`src/rtl/debug_unit_fsm.sv`:
```
// Debug sequencer: turns UART command bytes into program load, free-run and
// single-step control of the CPU, and publishes its state to the display.
module debug_unit_fsm #(
  parameter int          CNT_W        = 32,
  parameter int          LOAD_TIMEOUT = 50000000,
  parameter logic [7:0]  CMD_LOAD     = 8'h4C,
  parameter logic [7:0]  CMD_RUN      = 8'h52,
  parameter logic [7:0]  CMD_STEP     = 8'h53,
  parameter logic [7:0]  CMD_EXIT     = 8'h45
) (
  input  logic             i_clock,
  input  logic             i_reset,
  input  logic [7:0]       i_rx_data,
  input  logic             i_rx_done,
  input  logic             i_load_done,
  input  logic             i_halt,
  input  logic             i_dump_done,
  output logic [2:0]       o_debug_state,
  output logic             o_load_start,
  output logic             o_loading,
  output logic             o_cpu_enable,
  output logic             o_cpu_reset,
  output logic             o_dump_start,
  output logic [CNT_W-1:0] o_cycle_count,
  output logic             o_error
);

  // state      | meaning
  // IDLE       | waiting for a command byte
  // START_LOAD | pulse loader start, invalidate program
  // WAIT_LOAD  | rx bytes go to loader, watchdog running
  // START_RUN  | CPU reset before free-run
  // WAIT_RUN   | CPU enabled until HALT
  // START_STEP | first entry: CPU reset; later: one enable cycle
  // WAIT_STEP  | waiting for next step or exit
  // DUMP       | register dump in progress
  typedef enum logic [2:0] {
    IDLE       = 3'd0,
    START_LOAD = 3'd1,
    WAIT_LOAD  = 3'd2,
    START_RUN  = 3'd3,
    WAIT_RUN   = 3'd4,
    START_STEP = 3'd5,
    WAIT_STEP  = 3'd6,
    DUMP       = 3'd7
  } state_t;

  localparam int TO_W = $clog2(LOAD_TIMEOUT + 1);
  localparam logic [TO_W-1:0] TO_LAST = TO_W'(LOAD_TIMEOUT - 1);

  state_t          state, state_nxt;
  logic            loaded, loaded_nxt;
  logic            first_step, first_step_nxt;
  logic            from_run, from_run_nxt;
  logic [TO_W-1:0] to_cnt, to_cnt_nxt;
  logic            err_nxt, dump_start_nxt;
  logic            cpu_reset_c, cpu_enable_c;

  always_ff @(posedge i_clock or negedge i_reset) begin
    if (!i_reset) begin
      state         <= IDLE;
      loaded        <= 1'b0;
      first_step    <= 1'b0;
      from_run      <= 1'b0;
      to_cnt        <= '0;
      o_error       <= 1'b0;
      o_dump_start  <= 1'b0;
      o_cycle_count <= '0;
    end else begin
      state        <= state_nxt;
      loaded       <= loaded_nxt;
      first_step   <= first_step_nxt;
      from_run     <= from_run_nxt;
      to_cnt       <= to_cnt_nxt;
      o_error      <= err_nxt;
      o_dump_start <= dump_start_nxt;
      if (cpu_reset_c)
        o_cycle_count <= '0;
      else if (cpu_enable_c && !(&o_cycle_count))
        o_cycle_count <= o_cycle_count + 1'b1;
    end
  end

  always_comb begin
    state_nxt      = state;
    loaded_nxt     = loaded;
    first_step_nxt = first_step;
    from_run_nxt   = from_run;
    to_cnt_nxt     = '0;
    err_nxt        = 1'b0;
    cpu_reset_c    = 1'b0;
    cpu_enable_c   = 1'b0;
    case (state)
      IDLE: begin
        if (i_rx_done) begin
          if (i_rx_data == CMD_LOAD) begin
            state_nxt = START_LOAD;
          end else if (i_rx_data == CMD_RUN) begin
            if (loaded) state_nxt = START_RUN;
            else        err_nxt   = 1'b1;
          end else if (i_rx_data == CMD_STEP) begin
            if (loaded) begin
              state_nxt      = START_STEP;
              first_step_nxt = 1'b1;
            end else begin
              err_nxt = 1'b1;
            end
          end
        end
      end
      START_LOAD: begin
        loaded_nxt = 1'b0;
        state_nxt  = WAIT_LOAD;
      end
      WAIT_LOAD: begin
        to_cnt_nxt = i_rx_done ? '0 : to_cnt + 1'b1;
        // a finished load beats a watchdog expiry in the same cycle
        if (i_load_done) begin
          loaded_nxt = 1'b1;
          state_nxt  = IDLE;
        end else if (to_cnt == TO_LAST) begin
          err_nxt   = 1'b1;
          state_nxt = IDLE;
        end
      end
      START_RUN: begin
        cpu_reset_c  = 1'b1;
        from_run_nxt = 1'b1;
        state_nxt    = WAIT_RUN;
      end
      WAIT_RUN: begin
        cpu_enable_c = ~i_halt;
        if (i_halt) state_nxt = DUMP;
      end
      START_STEP: begin
        if (first_step) begin
          cpu_reset_c    = 1'b1;
          first_step_nxt = 1'b0;
          from_run_nxt   = 1'b0;
          state_nxt      = WAIT_STEP;
        end else begin
          cpu_enable_c = 1'b1;
          state_nxt    = DUMP;
        end
      end
      WAIT_STEP: begin
        if (i_rx_done) begin
          if (i_rx_data == CMD_STEP)      state_nxt = START_STEP;
          else if (i_rx_data == CMD_EXIT) state_nxt = IDLE;
        end
      end
      DUMP: begin
        if (i_dump_done) state_nxt = (from_run || i_halt) ? IDLE : WAIT_STEP;
      end
      default: state_nxt = IDLE;
    endcase
  end

  assign dump_start_nxt = (state_nxt == DUMP) && (state != DUMP);

  assign o_debug_state = state;
  assign o_load_start  = (state == START_LOAD);
  assign o_loading     = (state == WAIT_LOAD);
  assign o_cpu_reset   = cpu_reset_c;
  assign o_cpu_enable  = cpu_enable_c;

endmodule

```
`config.mk`:
```
export PLATFORM = sky130hd
export DESIGN_NAME = debug_unit_fsm
export DESIGN_NICKNAME = d
export VERILOG_FILES = /design/src/rtl/debug_unit_fsm.sv
export SDC_FILE = /design/constraint.sdc
export NUM_CORES = 1
export LEC_CHECK = 0
export BUFFER_PORTS_ARGS = -buffer_cell sky130_fd_sc_hd__buf_2
export CORE_MARGIN = 2
export CORE_UTILIZATION = 53
export CTS_BUF_LIST = sky130_fd_sc_hd__clkbuf_8
export CTS_CLUSTER_SIZE = 40
export DETAILED_ROUTE_END_ITERATION = 7
export PLACE_DENSITY_LB_ADDON = 0.05
export SYNTH_ARGS = -nofsm -noshare
export SYNTH_HDL_FRONTEND = slang
export SYNTH_SLANG_ARGS = --single-unit
```
`constraint.sdc`:
```
create_clock -name i_clock -period 2.2 [get_ports i_clock]
set_input_delay 0.33 -clock i_clock [delete_from_list [all_inputs] [get_ports i_clock]]
set_output_delay 0.33 -clock i_clock [all_outputs]
set_load 0.05 [all_outputs]
```
; ---- Yosys cells after proc, flatten, opt, wreduce, memory -nomap -nowiden
; Index checks and enable logic that the tools add are counted.
[totals]
output_inout_bits = 41
register_bits = 66
[op_classes]
reduce_logical = 13
add_sub_neg = 2
n_eq_ne = 21
muxes = 42
bitwise_logic = 1
[ops]
columns = cell, count
row1 = $mux W32, 2
row2 = $mux W26, 2
row3 = $mux W3, 14
row4 = $add A32 B1 Y32 const B, 1
row5 = $eq A8 B7 Y1 const B, 4
row6 = $reduce_and A32 Y1, 1
row7 = $add A26 B1 Y26 const B, 1
row8 = $eq A26 B26 Y1 const B, 1
row9 = $pmux W3 S8, 1
row10 = $mux W1, 17
row11 = $eq A3 B3 Y1 const B, 5
row12 = $ne A2 B2 Y1 const B, 7
row13 = $pmux W1 S2, 6
row14 = $reduce_bool A2 Y1, 4
row15 = $eq A3 B2 Y1 const B, 2
row16 = $reduce_and A6 Y1, 1
row17 = $reduce_and A2 Y1, 2
row18 = $eq A3 B1 Y1 const B, 1
row19 = $logic_not A3 Y1, 1
row20 = $ne A3 B3 Y1 const B, 1
row21 = $logic_and A1 B1 Y1, 2
row22 = $logic_not A1 Y1, 1
row23 = $logic_or A1 B1 Y1, 1
row24 = $not A1 Y1, 1

; ---- Longest topological paths before layout
; Gate-level depths: netlist of run 1.
[depth]
ltp_word = 8
mapped_depth = 7
mapped_depth_nobuf = 6

; ---- Worst setup path before layout of run 1
; Ideal clock, no wire load.
[synth_timing]
path_type = register to output
start = register state[1] (netlist: o_debug_state[1])
end = output port o_cpu_reset
path_slack_ns = -0.487
t_arrival_ns = 2.357
required_ns = 1.870
stages_incl_launch_ff = 7
path_cell_list = dfrtp_1 clkbuf_1 mux2i_1 nand2_1 inv_1 clkbuf_1 buf_1
[synth_via]
elab_chain_len = 2
word_cells_on_any_way = 3
classes_between = eq/ne (2) / mux (1)
[synth_rtl]
columns = element, line_no
row1 = from (decl), 51  ; state_t state, state_nxt;
row2 = from (signal assigned), 70  ; state <= state_nxt;
row3 = $eq A3 B3 Y1 / $eq A3 B2 Y1 (equally long branches), 93  ; case (state)
row4 = $pmux W1 S2 (*), 93
row5 = to (decl), 22  ; output logic o_cpu_reset,
; Every way passes the cells marked *; elsewhere a longest branch is shown, timed or not.

; ---- Worst setup path after layout of run 1
[layout_timing]
start = register o_cycle_count[8]
end = register o_cycle_count[29]
[layout_via]
elab_chain_len = 4
word_cells_on_any_way = 7
classes_between = add/sub (1) / mux (2) / reduce/logical (4)
[layout_rtl]
columns = element, line_no
row1 = from (decl), 24  ; output logic [CNT_W-1:0] o_cycle_count,
row2 = from (signal assigned), 80  ; o_cycle_count <= o_cycle_count + 1'b1;
row3 = branches (longest 4 deep; another with $add A32 B1 Y32), -
; Parallel ways; which one is timed is not known. The select of a mux whose other input is x is not followed.
; A chain may end at the register's enable or synchronous reset.

==> impl_metrics.csv, run 1 <==
group,metric,value,unit
outcome,run_status,"finished with violations",
outcome,violations,"setup timing",
run,max_cap_viol_count,0,
setup_path,timing.critical_path.cells,"nand4_1 -> or4_4 -> or4_4 -> or4_4 -> a21oi_2",
finish,layout.cells.most_common,"sky130_fd_sc_hd__buf_2",
setup_path,reg2reg_to,"o_cycle_count[29]",
clock_tree,clock_insertion_delay_worst_skew,350,ps
setup_path,reg2reg_setup_slack,-10,ps
synthesis,synth_edf_count,0,
finish,post_layout_net_count,504,
setup_path,r2r_start,"o_cycle_count[8]",
grt,antenna_found_initial,0,
floorplan,die_width,86.6,um
finish,insertedDiodeCount,0,
synthesis,synth-warning-count,0,
setup_path,maximum_fanout_encountered_on_the_critical_timing_path,5,
timing,worst_slack,-12.7,ps
grt,grt_start_max_net_pins,67,
timing,max_slew.worst_pin.slew,621,ps
floorplan,die_span_y,86.6,um
grt,grtUsageTotal,24.7,%
synthesis,synth-seq-area-share,45.7,%
placement,io_buffer_count,54,
synthesis,post-synth-top-area-cell,"sky130_fd_sc_hd__dfrtp_1",
finish,flow.area_growth_from_synthesis,25.8,%
grt,global_route_wire_length_before_repair,14.6,mm
hold_path,holdCritStartpoint,"i_load_done",
route,detailedRoute.firstIterationViolations,151,
setup_path,timing.critical_path.arrival,2490,ps
setup_path,start_kind,"flip-flop",
power_and_ir_drop,ir_worst_vdd,0.565,mV
synthesis,synth.area.top_cells,"sky130_fd_sc_hd__dfrtp_1 (46%), sky130_fd_sc_hd__nor2_1 (5.5%), sky130_fd_sc_hd__xnor2_1 (5.3%), sky130_fd_sc_hd__nand2_1 (3.5%), sky130_fd_sc_hd__nand3_1 (3.2%)",
placement,place.detailed.hpwl,5.99,mm
floorplan,core_region_area,6680,sq um
finish,nFillCells,549,
synthesis,postSynthAreaPerCell,9.01,sq um
setup_path,required,2480,ps
placement,place_congestion,0.806,
timing,final_hold_viol_count,0,
synthesis,ys_ff_latch,66,
floorplan,initial_core_util,54.1,%
grt,grt_remaining_overflow,0,
synthesis,syn-num-nets,417,
synthesis,post-synth-top-area-fraction,45.7,%
route,remaining_drc_errors,0,
clock_tree,cts-root-to-sink-buffers,2,
route,final_antenna_net_count,0,
clock_tree,cts_inserted_buffers,9,
route,drtPass1Iterations,6,
clock_tree,tritoncts_num_sinks,66,
timing,finalHoldWorstSlack,221,ps
power_and_ir_drop,power.static_leakage,1.87,nW
timing,finalCritPeriodShare,101,%
grt,grt.met3_usage,4.10,%
timing,slew_headroom,57.5,%
setup_path,r2r.worst_path.cells,5,
setup_path,cell_repeated_most_along_the_worst_path,"sky130_fd_sc_hd__or4_4",
route,detailroute.via_count,3411,
route,drt-wirelength-per-cell,15.4,um
timing,finalSetupViolations,1,
setup_path,cp_slowest_stage_delay,590,ps
synthesis,postSynthCellCount,401,
floorplan,ios,55,
finish,commonest_cells_after_routing_fill_and_taps_aside,"sky130_fd_sc_hd__buf_2 (54), sky130_fd_sc_hd__nor2_1 (53), sky130_fd_sc_hd__nand2_1 (34), sky130_fd_sc_hd__dfrtp_1 (34), sky130_fd_sc_hd__buf_4 (33)",
timing,min_period,2210,ps
hold_path,worst_hold_path_type,"in2reg",
power_and_ir_drop,power_density,811,nW/um^2
grt,global_route.usage.met1,31.4,%
grt,grt_util_met2,40.8,%
route,post_drt_via_cell_ratio,5.95,
hold_path,hold_depth,3,
floorplan,placement_rows,30,
power_and_ir_drop,total_power,3.69,mW
synthesis,async_flop_share,100,%
setup_path,critical_path_class,"reg2reg",
synthesis,post_synth_instance_area,3610,sq um
finish,layout-drive-gt1-share,33.1,%
clock_tree,worst_setup_hold_path_clk_slew,70,ps
clock_tree,cell_chosen_for_the_clock_root,"sky130_fd_sc_hd__clkbuf_8",
floorplan,die_area,7490,sq um
grt,first_global_vias,3271,
hold_path,hold_path_end,"loaded",
setup_path,critical_path.slowest_cell,"sky130_fd_sc_hd__or4_4",
synthesis,synth_top_flop_cell,"sky130_fd_sc_hd__dfrtp_1",
clock_tree,htree_num_levels,3,
route,routed_wirelength,8.84,mm
synthesis,post_synth_num_cell_types,46,
clock_tree,cts_tree,"built",
finish,postLayoutCoreUtil,68.0,%
setup_path,setup.worst_path.end_class,"flip-flop",
timing,rsz0062_at_grt,"true",
grt,globalRoute.busiestLayer,"met2",
timing,finalClockSkew,6.46,ps
timing,final_max_slew_viols,0,
timing,setup_tns,-12.7,ps
timing,max_freq,0.452,GHz
power breakdown:
part	total (mW)	internal (mW)	switching, mW
logic	1.13	0.312	0.816
clock network	1.14	0.635	0.507
registers	1.42	1.33	0.0892
total	3.69	2.27	1.41
routing by layer:
metal | up-vias | wire [um]
met3 | 19 | 390
met5 | - | 0
met1 | 1646 | 3810
met2 | 103 | 4450
li1 | 1643 | -
met4 | 0 | 196
cell usage after synthesis (7+ instances only):
library cell,count
sky130_fd_sc_hd__or4_1,7
sky130_fd_sc_hd__nand4_1,16
sky130_fd_sc_hd__a21oi_1,17
sky130_fd_sc_hd__inv_1,14
sky130_fd_sc_hd__or3_1,13
sky130_fd_sc_hd__xor2_1,7
sky130_fd_sc_hd__dfrtp_1,66
sky130_fd_sc_hd__nand3_1,23
sky130_fd_sc_hd__o21ai_0,15
sky130_fd_sc_hd__nor4_1,10
sky130_fd_sc_hd__nand2_1,34
sky130_fd_sc_hd__clkbuf_1,11
sky130_fd_sc_hd__and4_1,8
sky130_fd_sc_hd__nor3_1,16
sky130_fd_sc_hd__xnor2_1,22
sky130_fd_sc_hd__nor2_1,53
worst max-delay path, delay by kind of cell, from the launching register on:
| kind | cells | cell delay (ps) |
|---|---|---|
| flip-flops | 1 | 360 |
| AND/OR/NAND/NOR | 4 | 1650 |
| AO/OA/AOI/OAI | 1 | 120 |
stage by stage:
step / setup WS (ps) / instances / cell area, sq um
3_3_place_gp: 31.0 / 554 / 4250
6_report: -12.7 / 573 / 4550
5_1_grt: -89.9 / 573 / 4550
2_1_floorplan: -161 / 401 / 3680
3_5_place_dp: 5.21 / 554 / 4250
4_1_cts: -7.13 / 573 / 4490
registers in the layout, indices dropped and copies added (netlist names):
register and count:
loaded 1, from_run 1, o_debug_state 3, o_cycle_count 32, to_cnt 26, first_step 1
o_dump_start 1, o_error 1
how the worst max path moves through the flow:
stage | to | slack, ps | from | depth (start not counted)
after floorplan | o_cycle_count[29] | -160 | o_cycle_count[8] | 5
after global placement | o_cycle_count[29] | 30 | o_cycle_count[9] | 5
after detailed placement | o_cycle_count[29] | 5 | o_cycle_count[9] | 5
after CTS | o_cycle_count[29] | -7 | o_cycle_count[8] | 5
after global routing | o_cycle_count[29] | -90 | o_cycle_count[11] | 5
final | o_cycle_count[29] | -10 | o_cycle_count[8] | 5
cell families (layout without fill, tap and decap cells):
| family | Yosys count | in the layout | synth area share (%) |
|---|---|---|---|
| compound gates | 62 | 62 | 11.1 |
| xor+xnor | 29 | 29 | 7.03 |
| fa+ha+maj | 2 | 2 | 0.692 |
| buf+inv | 28 | 120 | 3.15 |
| flops | 66 | 66 | 45.7 |
| mux | 5 | 5 | 1.42 |
| simple gates | 209 | 209 | 30.9 |
timing repair:
item,in CTS,in global routing
pin swaps,3,1
endpoints found under the setup margin,1,10
resized for setup,0,15
hold buffers,1,0
hold endpoints to repair,12,0
setup buffers,2,0
layout make-up:
type / count / area, sq um / share of cell area (%)
Sequential cell: 66 / 1690 / 37.2
Clock buffer: 9 / 124 / 2.73
Tap cell: 80 / 100 / 2.20
Inverter: 14 / 56.3 / 1.24
Multi-Input combinational cell: 307 / 1920 / 42.3
Clock inverter: 7 / 93.8 / 2.06
Timing Repair Buffer: 90 / 559 / 12.3
Power figures use the tool's default switching activity.
==> inputs of run 2 (changes only) <==
CORE_ASPECT_RATIO = 1.4   (was default)
==> impl_metrics.csv, run 2 (synthesis gave the netlist of run 1 again) <==
group,metric,value,unit
outcome,run_status,"complete, no violations",
finish,top_register,"o_cycle_count",
setup_path,critical_path_class,"reg2reg",
route,detailedRoute.firstIterationViolations,245,
floorplan,ios,55,
power_and_ir_drop,power.static_leakage,1.91,nW
clock_tree,cts_tree,"built",
clock_tree,cell_chosen_for_the_clock_root,"sky130_fd_sc_hd__clkbuf_8",
timing,rsz0062_at_grt,"true",
grt,first_global_vias,3201,
finish,postLayoutCoreUtil,69.4,%
placement,detailedPlace.worstSlack,20.0,ps
finish,area_taken_by_multi_input_logic_gates,1890,sq um
clock_tree,clock_insertion_delay_worst_skew,350,ps
finish,layout-drive-gt1-share,32.7,%
route,post_drt_via_cell_ratio,5.83,
placement,post-place-cells,570,
floorplan,die_width,73.8,um
timing,finalClockSkew,15.8,ps
setup_path,required,2470,ps
finish,layout.cells.most_common,"sky130_fd_sc_hd__buf_2",
setup_path,maximum_fanout_encountered_on_the_critical_timing_path,6,
grt,grt_remaining_overflow,0,
timing,final_hold_viol_count,0,
route,final_antenna_net_count,0,
grt,grt.met3_usage,3.18,%
placement,io_buffer_count,54,
grt,global_route.usage.met1,32.5,%
floorplan,die_area,7500,sq um
timing,setup_tns,0,ps
floorplan,placement_rows,35,
floorplan,core_region_area,6610,sq um
finish,nFillCells,520,
grt,global_route_wire_length_before_repair,14.8,mm
grt,grt_util_met2,42.0,%
finish,commonest_cells_after_routing_fill_and_taps_aside,"sky130_fd_sc_hd__buf_2 (54), sky130_fd_sc_hd__nor2_1 (53), sky130_fd_sc_hd__buf_4 (39), sky130_fd_sc_hd__dfrtp_1 (34), sky130_fd_sc_hd__nand2_1 (33)",
placement,place.detailed.hpwl,6.27,mm
timing,max_freq,0.456,GHz
clock_tree,cts-root-to-sink-buffers,2,
timing,finalCritPeriodShare,99.6,%
hold_path,worst_hold_path_type,"in2reg",
setup_path,start_kind,"flip-flop",
route,drt-wirelength-per-cell,15.4,um
clock_tree,tritoncts_num_sinks,66,
timing,max_slew.worst_pin.slew,562,ps
grt,grtUsageTotal,25.4,%
route,drtPass1Iterations,5,
power_and_ir_drop,ir_worst_vdd,0.795,mV
power_and_ir_drop,total_power,3.71,mW
grt,antenna_found_initial,0,
finish,post_layout_net_count,510,
timing,min_period,2190,ps
clock_tree,cts_inserted_buffers,9,
run,max_cap_viol_count,0,
clock_tree,htree_num_levels,3,
floorplan,die_span_y,102,um
grt,grt_start_max_net_pins,67,
route,detailroute.via_count,3447,
grt,globalRoute.busiestLayer,"met2",
finish,final-instance-count-excl-fill,591,
finish,flow.area_growth_from_synthesis,27.0,%
route,remaining_drc_errors,0,
timing,final_max_slew_viols,0,
power_and_ir_drop,power_density,809,nW/um^2
timing,worst_slack,8.53,ps
setup_path,timing.critical_path.arrival,2470,ps
finish,largest_register_ffs,32,
setup_path,setup.worst_path.end_class,"flip-flop",
floorplan,initial_core_util,54.6,%
finish,insertedDiodeCount,0,
finish,seqCellArea,1690,sq um
clock_tree,worst_setup_hold_path_clk_slew,80,ps
placement,place_congestion,0.827,
timing,slew_headroom,62.0,%
route,routed_wirelength,9.12,mm
timing,finalSetupViolations,0,
## run 2: what timing repair did
action | 4_1_cts | 5_1_grt
cloned | 0 | 0
buffers inserted | 0 | 4
resized for setup | 2 | 6
hold endpoints to repair | 9 | 0
hold buffers | 1 | 0
setup endpoints to repair | 1 | 12
pin swaps | 0 | 6
## run 2: area by class of cell
type | instances | share of cell area (%)
Multi-Input combinational cell | 307 | 41.3
Sequential cell | 66 | 36.9
Timing Repair Buffer | 96 | 13.2
Clock buffer | 10 | 3.00
Tap cell | 92 | 2.51
Clock inverter | 6 | 1.96
Inverter | 14 | 1.23
## run 2: where the power goes
| group | switching (mW) | total, mW | internal, mW |
|---|---|---|---|
| Sequential | 0.0905 | 1.42 | 1.33 |
| Combinational | 0.809 | 1.12 | 0.314 |
| Clock | 0.499 | 1.17 | 0.671 |
| Total | 1.40 | 3.71 | 2.31 |
## run 2: layer usage
metal / part of all wire (%) / routed length, um / up-vias
met3: 4.6 / 419 / 20
li1: - / - / 1655
met4: 2.0 / 180 / 0
met1: 41 / 3770 / 1658
met2: 52 / 4750 / 114
met5: 0 / 0 / -
## run 2: final timing paths
path                                  startpoint                 to  slack, ps  cells past startpoint
max in group asynchronous                i_reset   o_cycle_count[7]       1360                      3
worst max-delay path            o_cycle_count[7]  o_cycle_count[29]          9                      5
worst min register to register  o_cycle_count[5]   o_cycle_count[5]        490                      1
worst max register to register  o_cycle_count[7]  o_cycle_count[29]          9                      5
worst min-delay path                 i_load_done             loaded        230                      3
min in group asynchronous                i_reset  o_cycle_count[27]        520                      3
## run 2: critical path, cell delays in order (launching register included)
cell                      delay [ps]
sky130_fd_sc_hd__dfrtp_2         370
sky130_fd_sc_hd__nand2_1          80
sky130_fd_sc_hd__or4_4           540
sky130_fd_sc_hd__or4_4           600
sky130_fd_sc_hd__or4_1           410
sky130_fd_sc_hd__a21oi_1         130
## run 2: metrics by stage
stage | instance area [sq um] | hold WS (ps)
detailed placement | 4290 | 375
floorplan | 3680 | 34.4
CTS | 4540 | 222
finish | 4590 | 226
global placement | 4290 | 374
global route | 4590 | 249
